<file path="config.mk">
export PLATFORM = sky130hd
export DESIGN_NAME = dot_matrix_scanner
export DESIGN_NICKNAME = d
export VERILOG_FILES = /design/src/rtl/dot_matrix_scanner.sv
export SDC_FILE = /design/constraint.sdc
export NUM_CORES = 1
export LEC_CHECK = 0
export ABC_AREA = 1
export CAP_MARGIN = 20
export CORE_MARGIN = 5
export CORE_UTILIZATION = 60
export CTS_CLUSTER_DIAMETER = 80
export DETAILED_ROUTE_END_ITERATION = 7
export GPL_TIMING_DRIVEN = 0
export HOLD_SLACK_MARGIN = 0.03
export PLACE_DENSITY = 0.83
export SLEW_MARGIN = 20
export SYNTH_ARGS = -nofsm -noshare
export SYNTH_HDL_FRONTEND = slang
export SYNTH_SLANG_ARGS = --single-unit
</file>
<file path="constraint.sdc">
create_clock -name clk -period 4.9 [get_ports clk]
set_input_delay 0.49 -clock clk [delete_from_list [all_inputs] [get_ports clk]]
set_output_delay 0.49 -clock clk [all_outputs]
set_load 0.05 [all_outputs]
</file>
<file path="src/rtl/dot_matrix_scanner.sv">
// rtl/dot_matrix_scanner.sv - column-multiplexed 5x3 dot-matrix scanner
// Double-buffered patterns; shadow->active transfer only at frame boundaries.
module dot_matrix_scanner #(
  parameter int CLK_DIV      = 1000,
  parameter int BLANK_CYCLES = 2,
  parameter int CNT_W        = 16
) (
  input  logic       clk,
  input  logic       rst_n,
  input  logic       en,
  input  logic       load,
  input  logic [2:0] col_a,
  input  logic [2:0] col_b,
  input  logic [2:0] col_c,
  input  logic [2:0] col_d,
  input  logic [2:0] col_e,
  output logic [4:0] col_sel,
  output logic [2:0] row_n,
  output logic       frame_done,
  output logic       busy,
  output logic       pending
);

  typedef enum logic [1:0] {IDLE, BLANK, SHOW} state_t;

  localparam logic [CNT_W-1:0] SHOW_LAST  = CNT_W'(CLK_DIV - 1);
  localparam logic [CNT_W-1:0] BLANK_LAST = CNT_W'((BLANK_CYCLES > 0) ? BLANK_CYCLES - 1 : 0);
  localparam state_t           FIRST      = (BLANK_CYCLES > 0) ? BLANK : SHOW;

  state_t           state_q, state_d;
  logic [CNT_W-1:0] cnt_q, cnt_d;
  logic [2:0]       col_idx_q, col_idx_d;
  logic [14:0]      shadow_q, shadow_d;
  logic [14:0]      active_q, active_d;
  logic             pending_q, pending_d;
  logic [4:0]       col_sel_q, col_sel_d;
  logic [2:0]       row_n_q, row_n_d;
  logic             frame_done_q, frame_done_d;
  logic             busy_q, busy_d;
  logic             boundary;
  logic [2:0]       col_pat;

  always_comb begin
    state_d      = state_q;
    cnt_d        = cnt_q;
    col_idx_d    = col_idx_q;
    frame_done_d = 1'b0;
    boundary     = 1'b0;
    if (!en) begin
      state_d   = IDLE;
      cnt_d     = '0;
      col_idx_d = 3'd0;
    end else begin
      case (state_q)
        IDLE: begin
          boundary  = 1'b1;
          col_idx_d = 3'd0;
          cnt_d     = '0;
          state_d   = FIRST;
        end
        BLANK: begin
          if (cnt_q == BLANK_LAST) begin
            cnt_d   = '0;
            state_d = SHOW;
          end else begin
            cnt_d = cnt_q + CNT_W'(1);
          end
        end
        SHOW: begin
          if (cnt_q == SHOW_LAST) begin
            cnt_d   = '0;
            state_d = FIRST;
            if (col_idx_q == 3'd4) begin
              col_idx_d    = 3'd0;
              boundary     = 1'b1;
              frame_done_d = 1'b1;
            end else begin
              col_idx_d = col_idx_q + 3'd1;
            end
          end else begin
            cnt_d = cnt_q + CNT_W'(1);
          end
        end
        default: state_d = IDLE;
      endcase
    end

    // Transfer uses the pre-load shadow; a coincident load re-arms pending.
    active_d  = (boundary && pending_q) ? shadow_q : active_q;
    shadow_d  = load ? {col_e, col_d, col_c, col_b, col_a} : shadow_q;
    pending_d = load | (pending_q & ~boundary);

    case (col_idx_d)
      3'd0:    col_pat = active_d[2:0];
      3'd1:    col_pat = active_d[5:3];
      3'd2:    col_pat = active_d[8:6];
      3'd3:    col_pat = active_d[11:9];
      default: col_pat = active_d[14:12];
    endcase

    busy_d    = (state_d != IDLE);
    col_sel_d = 5'b00000;
    row_n_d   = 3'b111;
    if (state_d == SHOW) begin
      col_sel_d = 5'b00001 << col_idx_d;
      row_n_d   = ~col_pat;
    end
  end

  always_ff @(posedge clk or negedge rst_n) begin
    if (!rst_n) begin
      state_q      <= IDLE;
      cnt_q        <= '0;
      col_idx_q    <= 3'd0;
      shadow_q     <= '0;
      active_q     <= '0;
      pending_q    <= 1'b0;
      col_sel_q    <= 5'b00000;
      row_n_q      <= 3'b111;
      frame_done_q <= 1'b0;
      busy_q       <= 1'b0;
    end else begin
      state_q      <= state_d;
      cnt_q        <= cnt_d;
      col_idx_q    <= col_idx_d;
      shadow_q     <= shadow_d;
      active_q     <= active_d;
      pending_q    <= pending_d;
      col_sel_q    <= col_sel_d;
      row_n_q      <= row_n_d;
      frame_done_q <= frame_done_d;
      busy_q       <= busy_d;
    end
  end

  assign col_sel    = col_sel_q;
  assign row_n      = row_n_q;
  assign frame_done = frame_done_q;
  assign busy       = busy_q;
  assign pending    = pending_q;

endmodule

</file>
==> metrics.csv, run 1 <==
metric,value,unit
Syn. warnings,0,
Setup Total Neg Slack,0,ps
Avg WL per Cell,13.45,um
Resize count post-CTS,0,
Yosys top cell area share,47.47,%
Synth area leader,dfrtp_1,
"Clk Latency, worst-skew pair",330,ps
ANT nets after route,0,
DR pass1 iterations,4,
via count,2460,
nets,418,
crit share post-route,47.22,%
CTS tree,built,
total die area,0.006724,mm2
CTS root buffer,clkbuf_8,
drt drc,0,
first-pass GRT wire length,10560,um
initial antenna violation count,0,
syn_nets,378,
mean post-synth cell area,8.862,um2
post-synth cell types,34,
H-tree Lvls,3,
total wire length,6270,um
worst r2r src,state_q[0],
FF-to-FF End,cnt_q[14],
Routability Congestion,0.8966,
Power Density,358.4,mW/mm2
Seq cells post-synth,62,
cts bufs inserted,9,
"CP delay by family, top",simple AND/OR/NAND/NOR gates,
CP Capture Type,flip-flop,
Synth Flop Type,dfrtp_1,
CP cell instances,inv_1 > ha_1 > buf_6 > or2_1 > nor3_1 > nor2_1 > nand2_1 > nor2_1 > nand4_1 > o21ai_0 > a21oi_1,
MaxCap Viol Count,0,
via/cell ratio,5.279,
diode count,0,
GRT Util Overall,21.08,%
grt ovf,0,
CP max FO,9,
synth top area cells,"dfrtp_1 (47%), nand2_1 (9.8%), inv_1 (5.1%)",
Hold Fails Final Rpt,0,
Max VDD drop,259.5,uV
setup bufs post-CTS,0,
fmax,432.2,MHz
metal3 WL,428,um
Total Power,1.322,mW
RSZ-0062 raised after global routing,no,
asr flop ratio synth,100.0,%
placed instance area,0.003496,mm2
outcome,"finished, final reports clean",
wire length on met2,2893,um
FP Rows,26,
I/O Buffers,28,
hold crit path type,in -> async,
Filler cells,389,
"Data arrival, critical path",2570,ps
slowest CP cell,nor3_1,
clk_skew,9.688,ps
Final Max Tran Viols,0,
Post-Layout Cell Count,466,
largest net degree at the start of global routing,38,
clock slew at reported path FFs,70,ps
met1 wire length,2820,um
synthesized area,0.003110,mm2
vias in the first global route,2388,
post-DP HPWL,4689,um
"most used cell, CP",nor2_1,
clk buf depth,2,
Top Ports,30,
Slew @ Worst Pin,560.4,ps
Cells after DPL,450,
Final setup viols,0,
CP required,5160,ps
die width,82,um
Leak,1.789,nW
startpoint types,flip-flop,
minimum clock period,2314,ps
cts hold-fix bufs,0,
"top cells by count, synth","nand2_1 (81), dfrtp_1 (59), inv_1 (42), nor2_1 (34), nand3_1 (22)",
uppermost routed layer,met4,
core area,0.005075,mm2
Relative slew margins,62.64,%
post-synthesis cell count,351,
most frequent cell after synthesis,nand2_1,
Worst R2R Path Depth,11,
Post-synth EDFFs,0,
crit-path max cell delay,440,ps
Initial Util,61.29,%
Area growth syn-to-layout,18.62,%
initial DRC count,175,
CP Class,reg -> reg,
WP buf/inv,2,
flop2flop setup slack,2590,ps
"Design Area, Final",0.003690,mm2
layout cells sized above 1,16.92,%
sequential share of the synthesized area,50.00,%
total clock sinks,62,
Die Y,82,um
-- logic make-up (layout without fill, tap and decap cells) --
group | after synthesis | after routing | synth area share (%)
flops | 62 | 62 | 50.00
compound gates | 36 | 36 | 7.120
buf+inv | 52 | 97 | 7.039
simple gates | 176 | 176 | 26.87
xor+xnor | 5 | 5 | 1.408
mux | 12 | 12 | 4.344
fa+ha+maj | 8 | 8 | 3.218
-- state kept, by name, summed over array words and instances, names as in the netlist --
| name | cells |
|---|---|
| cnt_q | 16 |
| active_q | 15 |
| shadow_q | 15 |
| col_sel | 5 |
| col_idx_q | 3 |
| row_n | 3 |
| state_q | 2 |
| busy | 1 |
| frame_done | 1 |
| pending | 1 |
-- routing by layer --
metal	GRT usage [%]	vias to the layer above
li1	-	1209
met1	27.23	1166
met2	33.12	74
met3	6.140	11
met4	8.804	0
met5	0	-
-- cell type report --
class	instances	area, um2	area share, %
plain buffers	7	50.05	1.356
clock buffers	12	145.1	3.934
clock inverters	4	48.80	1.322
inverters	45	168.9	4.578
multi-input cells	237	1336	36.22
flip-flops and latches	62	1555	42.15
well taps	70	87.58	2.374
repair buffers	29	297.8	8.071
-- through the flow --
| stage | setup slack (ps) | hold WS [ps] | utilization (%) |
|---|---|---|---|
| 6_report | 2586 | 54.70 | 72.71 |
| 5_1_grt | 2407 | 63.89 | 72.71 |
| 4_1_cts | 2575 | 54.09 | 72.71 |
| 3_5_place_dp | 2320 | 415.1 | 68.89 |
| 3_3_place_gp | 1408 | 450.5 | 68.54 |
| 2_1_floorplan | 2940 | 194.4 | - |
-- cell usage in the layout, fill, tap and decap left out, types with 3 or more instances in the layout --
cell,n
buf_6,3
nand3_1,22
nor2_2,3
nand3_2,3
mux2_2,12
nand2_2,8
clkbuf_8,10
o21ai_2,6
inv_1,42
a21oi_1,12
dfstp_2,3
nor3_1,6
nor4_1,3
nand4_1,6
ha_1,8
a31o_2,3
clkbuf_1,5
nor2_1,34
clkdlybuf4s50_1,27
xor2_1,4
dfrtp_1,59
nand2_1,81
o21ai_0,11
-- worst max-delay path by stage --
stage	start	end	slack (ps)	cells after the start
3_3_place_gp	rst_n	active_q[12]	1410	1
6_report	state_q[0]	cnt_q[14]	2590	11
4_1_cts	state_q[0]	cnt_q[14]	2570	11
5_1_grt	state_q[0]	cnt_q[14]	2410	11
2_1_floorplan	state_q[0]	cnt_q[11]	2940	10
3_5_place_dp	en	cnt_q[14]	2320	9
-- power breakdown --
part | internal [mW] | leakage [nW] | switching [mW] | total (mW)
clock network | 0.248 | 0.100 | 0.190 | 0.439
logic | 0.105 | 0.900 | 0.171 | 0.276
registers | 0.580 | 0.788 | 0.0282 | 0.608
Power figures use the tool's default switching activity.
==> run 2, diff against run 1 <==
- CORE_UTILIZATION: 60 -> 57
- PLACE_DENSITY: 0.83 -> 0.8
- clock period: 4.9 -> 2.15 ns (I/O delays scaled with it)
==> run 2 against run 1 <==
  * Sequential cell count is the same
  * Sequential share of layout area down 1.7 points
  * Clock skew decreased by 3.4 ps
  * Worst setup slack got worse by 2500 ps
  * Fmax rose by 14%
  * Final area is 4.1% higher
  * Clock-buffer cell count is 1 higher
  * Highest routed layer unchanged
==> metrics.csv, run 2 (same netlist as run 1, synthesis figures left out) <==
metric,value,unit,change
Power Density,804.0,mW/mm2,was 358.4 mW/mm2
diode count,0,,unchanged
I/O Buffers,28,,unchanged
met1 Use GR,27.32,%,was 27.23%
"Most Used Layer, Global Route",met2,,unchanged
minimum clock period,2031,ps,was 2314 ps
largest net degree at the start of global routing,60,,was 38
cts bufs inserted,9,,unchanged
max FFs per register,16,,unchanged
CP max FO,5,,was 9
via count,2536,,was 2460
Slew @ Worst Pin,547.4,ps,was 560.4 ps
"commonest non-fill, non-tap cell in the layout",nand2_1,,unchanged
Area growth syn-to-layout,23.53,%,was 18.62%
most flop-heavy register,cnt_q,,unchanged
Leak,1.870,nW,was 1.789 nW
fmax,492.4,MHz,was 432.2 MHz
die width,83.87,um,was 82 um
clk_skew,6.307,ps,was 9.688 ps
"Clk Latency, worst-skew pair",330,ps,about the same
Routability Congestion,0.8406,,was 0.8966
met2 Use GR,28.85,%,was 33.12%
crit-path max cell delay,390,ps,was 440 ps
grt ovf,0,,unchanged
Die Y,83.87,um,was 82 um
initial antenna violation count,0,,unchanged
most frequent cells in the layout,"nand2_1 (78), dfrtp_1 (59), inv_1 (42)",,"was nand2_1 (81), dfrtp_1 (59), inv_1 (42)"
crit share post-route,94.45,%,was 47.22%
Max VDD drop,573.6,uV,was 259.5 uV
clk buf depth,2,,unchanged
nets,425,,was 418
DR pass1 iterations,4,,unchanged
CTS tree,built,,unchanged
Regs by FF count,"cnt_q: 16 flops, active_q: 15 flops, shadow_q: 15 flops",,unchanged
MaxCap Viol Count,0,,unchanged
Hold Fails Final Rpt,0,,unchanged
Avg WL per Cell,13.99,um,was 13.45 um
total clock sinks,62,,unchanged
total wire length,6615,um,was 6270 um
M3 GR Usage,4.640,%,was 6.140%
Relative slew margins,63.51,%,was 62.64%
layout cells sized above 1,21.34,%,was 16.92%
total die area,0.007034,mm2,was 0.006724 mm2
post-DP HPWL,4560,um,was 4689 um
clock slew at reported path FFs,70,ps,about the same
first-pass GRT wire length,10920,um,was 10560 um
Cells after DPL,450,,unchanged
Initial Util,59.76,%,was 61.29%
hold crit path type,in -> async,,unchanged
via/cell ratio,5.362,,was 5.279
outcome,"finished, final reports clean",,unchanged
Post-Layout Cell Count,473,,was 466
"Data arrival, critical path",2300,ps,was 2570 ps
Top Ports,30,,unchanged
post-layout util,73.82,%,was 72.71%
GRT Util Overall,19.37,%,was 21.08%
CTS root buffer,clkbuf_8,,unchanged
ANT nets after route,0,,unchanged
startpoint types,flip-flop,,unchanged
initial DRC count,170,,was 175
H-tree Lvls,3,,unchanged
"most used cell, CP",nand2_1,,was nor2_1
CP required,2420,ps,was 5160 ps
Final setup viols,0,,unchanged
Final Max Tran Viols,0,,unchanged
core area,0.005205,mm2,was 0.005075 mm2
CP cell instances,nor2_1 > nand2_1 > nor2_4 > nand2_2 > nand2_2 > nand2_1 > nand2_1 > nand2_1 > nor2_2 > nand3_1 > nand2_1 > inv_1 > nand2_1 > nand2_1,,was inv_1 > ha_1 > buf_6 > or2_1 > nor3_1 > nor2_1 > nand2_1 > nor2_1 > nand4_1 > o21ai_0 > a21oi_1
FP Rows,26,,unchanged
drt drc,0,,unchanged
CP Capture Type,flip-flop,,unchanged
CP Class,reg -> reg,,unchanged
Filler cells,367,,was 389
vias in the first global route,2364,,was 2388
slowest CP cell,dfrtp_1,,was nor3_1
==> run 2: final timing paths <==
| path | from | to | slack, ps | cells after the start |
|---|---|---|---|---|
| setup / recovery | cnt_q[15] | row_n[1] | 120 | 14 |
| hold / removal | rst_n | cnt_q[15] | 230 | 2 |
| setup reg to reg | cnt_q[15] | row_n[1] | 120 | 14 |
| hold reg to reg | active_q[13] | active_q[13] | 470 | 2 |
| max in group asynchronous | rst_n | row_n[0] | 1410 | 3 |
| min in group clk | col_e[2] | shadow_q[14] | 450 | 3 |
==> run 2: through the flow <==
stage | cell area [um2] | total power [mW] | setup slack, ps | hold slack (ps) | TNS, ps
2_1_floorplan | 3110 | 1.834 | 190.4 | -80.59 | 0
6_report | 3842 | 3.089 | 119.3 | 225.3 | 0
3_5_place_dp | 3503 | 2.035 | -174.8 | 28.23 | -1195
3_3_place_gp | 3478 | 2.000 | -1077 | 450.2 | -65670
5_1_grt | 3842 | 3.253 | -25.74 | 240.6 | -43.89
4_1_cts | 3731 | 3.082 | 55.38 | 217.3 | 0
==> run 2: final cells by class <==
cell class                      count  area (um2)  area share, %
Sequential cell                    62        1555          40.48
Clock inverter                      3       43.79          1.140
Clock buffer                       13       158.9          4.135
Multi-Input combinational cell    237        1410          36.70
Buffer                              7       50.05          1.303
Tap cell                           70       87.58          2.279
Inverter                           45       173.9          4.526
Timing Repair Buffer               36       362.8          9.443
==> run 2: power breakdown <==
group	switching (mW)	leakage [nW]	internal [mW]
Sequential	0.0651	0.788	1.32
Combinational	0.407	0.979	0.253
Clock	0.443	0.104	0.600
Total	0.914	1.87	2.17
==> run 2: critical path, delay by kind of cell (launching register included) <==
kind,cells,cell delay [ps]
buf+inv,1,40
flops,1,390
simple gates,13,1530
==> run 2: what timing repair did <==
| action | in CTS | in global routing |
|---|---|---|
| cloned | 0 | 0 |
| gates resized for setup | 2 | 21 |
| hold buffers | 1 | 0 |
| pin swaps | 0 | 4 |
| endpoints found under the hold margin | 59 | 0 |
| setup endpoints to repair | 14 | 14 |
| setup buffers | 1 | 5 |
==> run 2: routing by layer <==
metal / part of all wire [%] / vias up
li1: - / 1225
met1: 45 / 1211
met2: 47 / 82
met3: 5.8 / 18
met4: 2.1 / 0
met5: 0 / -
==> run 3, diff against run 2 <==
- CORE_UTILIZATION: 57 -> 59
- CTS_BUF_LIST: unset -> sky130_fd_sc_hd__clkbuf_4
- PLACE_DENSITY: 0.8 -> 0.82
==> run 3 against run 2 <==
  * Die area shrank 3.0%
  * Core utilization decreased by 0.45 points
  * Sequential cell count unchanged
  * Worst hold slack better by 1.6 ps
  * Clock-buffer cell count is 2 lower
  * Sequential share of layout area rose by 1.0 points
  * Global-route usage grew 1.3 points
  * Final cell count stayed put
  * First-iteration DRC count rose by 40%
  * Critical path depth is 1 lower
  * Clock power decreased by 24%
  * Critical endpoint unchanged
==> metrics.csv, run 3 (same netlist as run 1, synthesis figures left out) <==
metric,value,unit,change
nets,425,,unchanged
Power Density,755.5,mW/mm2,was 804.0 mW/mm2
post-layout util,73.37,%,was 73.82%
MaxCap Viol Count,0,,unchanged
Slew @ Worst Pin,567.5,ps,was 547.4 ps
Max VDD drop,541.3,uV,was 573.6 uV
total wire length,6469,um,was 6615 um
GRT Util Overall,20.69,%,was 19.37%
via/cell ratio,5.279,,was 5.362
Area growth syn-to-layout,20.47,%,was 23.53%
Die Y,82.61,um,was 83.87 um
Total Power,2.831,mW,was 3.089 mW
Routability Congestion,0.8859,,was 0.8406
CTS root buffer,clkbuf_4,,was clkbuf_8
clk_skew,17.59,ps,was 6.307 ps
initial DRC count,238,,was 170
Top Ports,30,,unchanged
"Design Area, Final",0.003747,mm2,was 0.003842 mm2
crit share post-route,96.01,%,was 94.45%
largest net degree at the start of global routing,47,,was 60
total clock sinks,62,,unchanged
placed instance area,0.003503,mm2,unchanged
"Data arrival, critical path",2400,ps,was 2300 ps
Avg WL per Cell,13.68,um,was 13.99 um
grt ovf,0,,unchanged
drt drc,0,,unchanged
FF+latch area,0.001555,mm2,unchanged
I/O Buffers,28,,unchanged
CP required,2480,ps,was 2420 ps
first-pass GRT wire length,10700,um,was 10920 um
CP max FO,9,,was 5
RSZ-0062 raised after global routing,yes,,
startpoint types,flip-flop,,unchanged
H-tree Lvls,3,,unchanged
most flop-heavy register,cnt_q,,unchanged
total die area,0.006824,mm2,was 0.007034 mm2
post-DP HPWL,4433,um,was 4560 um
Regs by FF count,"cnt_q: 16 flops, active_q: 15 flops, shadow_q: 15 flops",,unchanged
diode count,0,,unchanged
Leak,1.810,nW,was 1.870 nW
CP Capture Type,flip-flop,,unchanged
outcome,"finished, final reports clean",,unchanged
Cells after DPL,450,,unchanged
Relative slew margins,62.17,%,was 63.51%
die width,82.61,um,was 83.87 um
Filler cells,378,,was 367
cts bufs inserted,9,,unchanged
ANT nets after route,0,,unchanged
CP Class,reg -> reg,,unchanged
vias in the first global route,2350,,was 2364
most frequent cells in the layout,"nand2_1 (75), dfrtp_1 (59), inv_1 (42)",,"was nand2_1 (78), dfrtp_1 (59), inv_1 (42)"
clk buf depth,2,,unchanged
clock slew at reported path FFs,100,ps,was 70 ps
Initial Util,60.90,%,was 59.76%
core area,0.005107,mm2,was 0.005205 mm2
hold crit path type,in -> async,,unchanged
fmax,484.4,MHz,was 492.4 MHz
"Clk Latency, worst-skew pair",400,ps,was 330 ps
multi-input logic area,0.001398,mm2,was 0.001410 mm2
CTS tree,built,,unchanged
Hold Fails Final Rpt,0,,unchanged
minimum clock period,2064,ps,was 2031 ps
FP Rows,26,,unchanged
Post-Layout Cell Count,473,,unchanged
Final Max Tran Viols,0,,unchanged
initial antenna violation count,0,,unchanged
max FFs per register,16,,unchanged
DP Worst Slack,-179.7,ps,was -174.8 ps
via count,2497,,was 2536
layout cells sized above 1,21.84,%,was 21.34%
Final setup viols,0,,unchanged
"commonest non-fill, non-tap cell in the layout",nand2_1,,unchanged
final worst slack,85.71,ps,was 119.3 ps
DR pass1 iterations,5,,was 4
[run 3: cell types whose count changed in the layout (fill, tap and decap cells not counted), sizes merged]
cell           delta
clkbuf            -2
clkinvlp          +1
dlymetal6s2s      -1
clkdlybuf4s50     +1
clkinv            +1
buf               -1
nand3             +1
[run 3: critical path: stages, from the launching register on]
cell and delay, ps:
dfrtp_1 380, inv_1 60, ha_1 200, buf_6 140
or2_4 260, or2_2 290, nand3_2 110, nand2_2 110
nor2_2 170, nand2_1 70, nand2_1 60, nor2_1 50
nand2_1 60, nand2_1 50
[run 3: per-stage QoR]
stage / hold WS, ps / TNS, ps
2_1_floorplan: -80.59 / 0
3_3_place_gp: 450.2 / -64740
3_5_place_dp: 109.4 / -1294
4_1_cts: 220.2 / 0
5_1_grt: 235.6 / -124.2
6_report: 226.9 / 0
[run 3: repair_timing]
action	4_1_cts	5_1_grt
resized for setup	2	17
endpoints found under the hold margin	59	0
setup buffers	1	4
hold buffers	1	0
pin swaps	0	3
gates cloned	0	1
endpoints found under the setup margin	15	14
[run 3: per-layer routing]
metal / vias up / wire length (um) / track usage, %
li1: 1227 / - / -
met3: 10 / 294 / 4.338
met5: - / 0 / 0
met2: 68 / 2963 / 31.25
met1: 1192 / 3103 / 29.14
met4: 0 / 107 / 8.170
[run 3: layout make-up]
| class | count | share of cell area, % |
|---|---|---|
| buffer | 7 | 1.336 |
| timing repair buffer | 35 | 9.416 |
| inverter | 45 | 4.574 |
| tap | 70 | 2.337 |
| sequential | 62 | 41.50 |
| clock buffer | 11 | 2.204 |
| clock inverter | 5 | 1.336 |
| multi-input combinational | 238 | 37.30 |
[run 3: report_power, final]
group / leakage, nW / internal [mW] / switching [mW]
clock: 0.0719 / 0.372 / 0.415
sequential: 0.788 / 1.32 / 0.0646
combinational: 0.950 / 0.254 / 0.406
total: 1.81 / 1.95 / 0.885
[run 3: path summary, 6_finish.rpt]
kind / from / end / slack (ps) / cells after the start
max reg2reg: state_q[0] / row_n[1] / 90 / 13
max: state_q[0] / row_n[1] / 90 / 13
min in group clk: col_e[2] / shadow_q[14] / 370 / 3
min: rst_n / cnt_q[6] / 230 / 2
max in group asynchronous: rst_n / row_n[1] / 1370 / 3
min reg2reg: active_q[13] / active_q[13] / 480 / 2
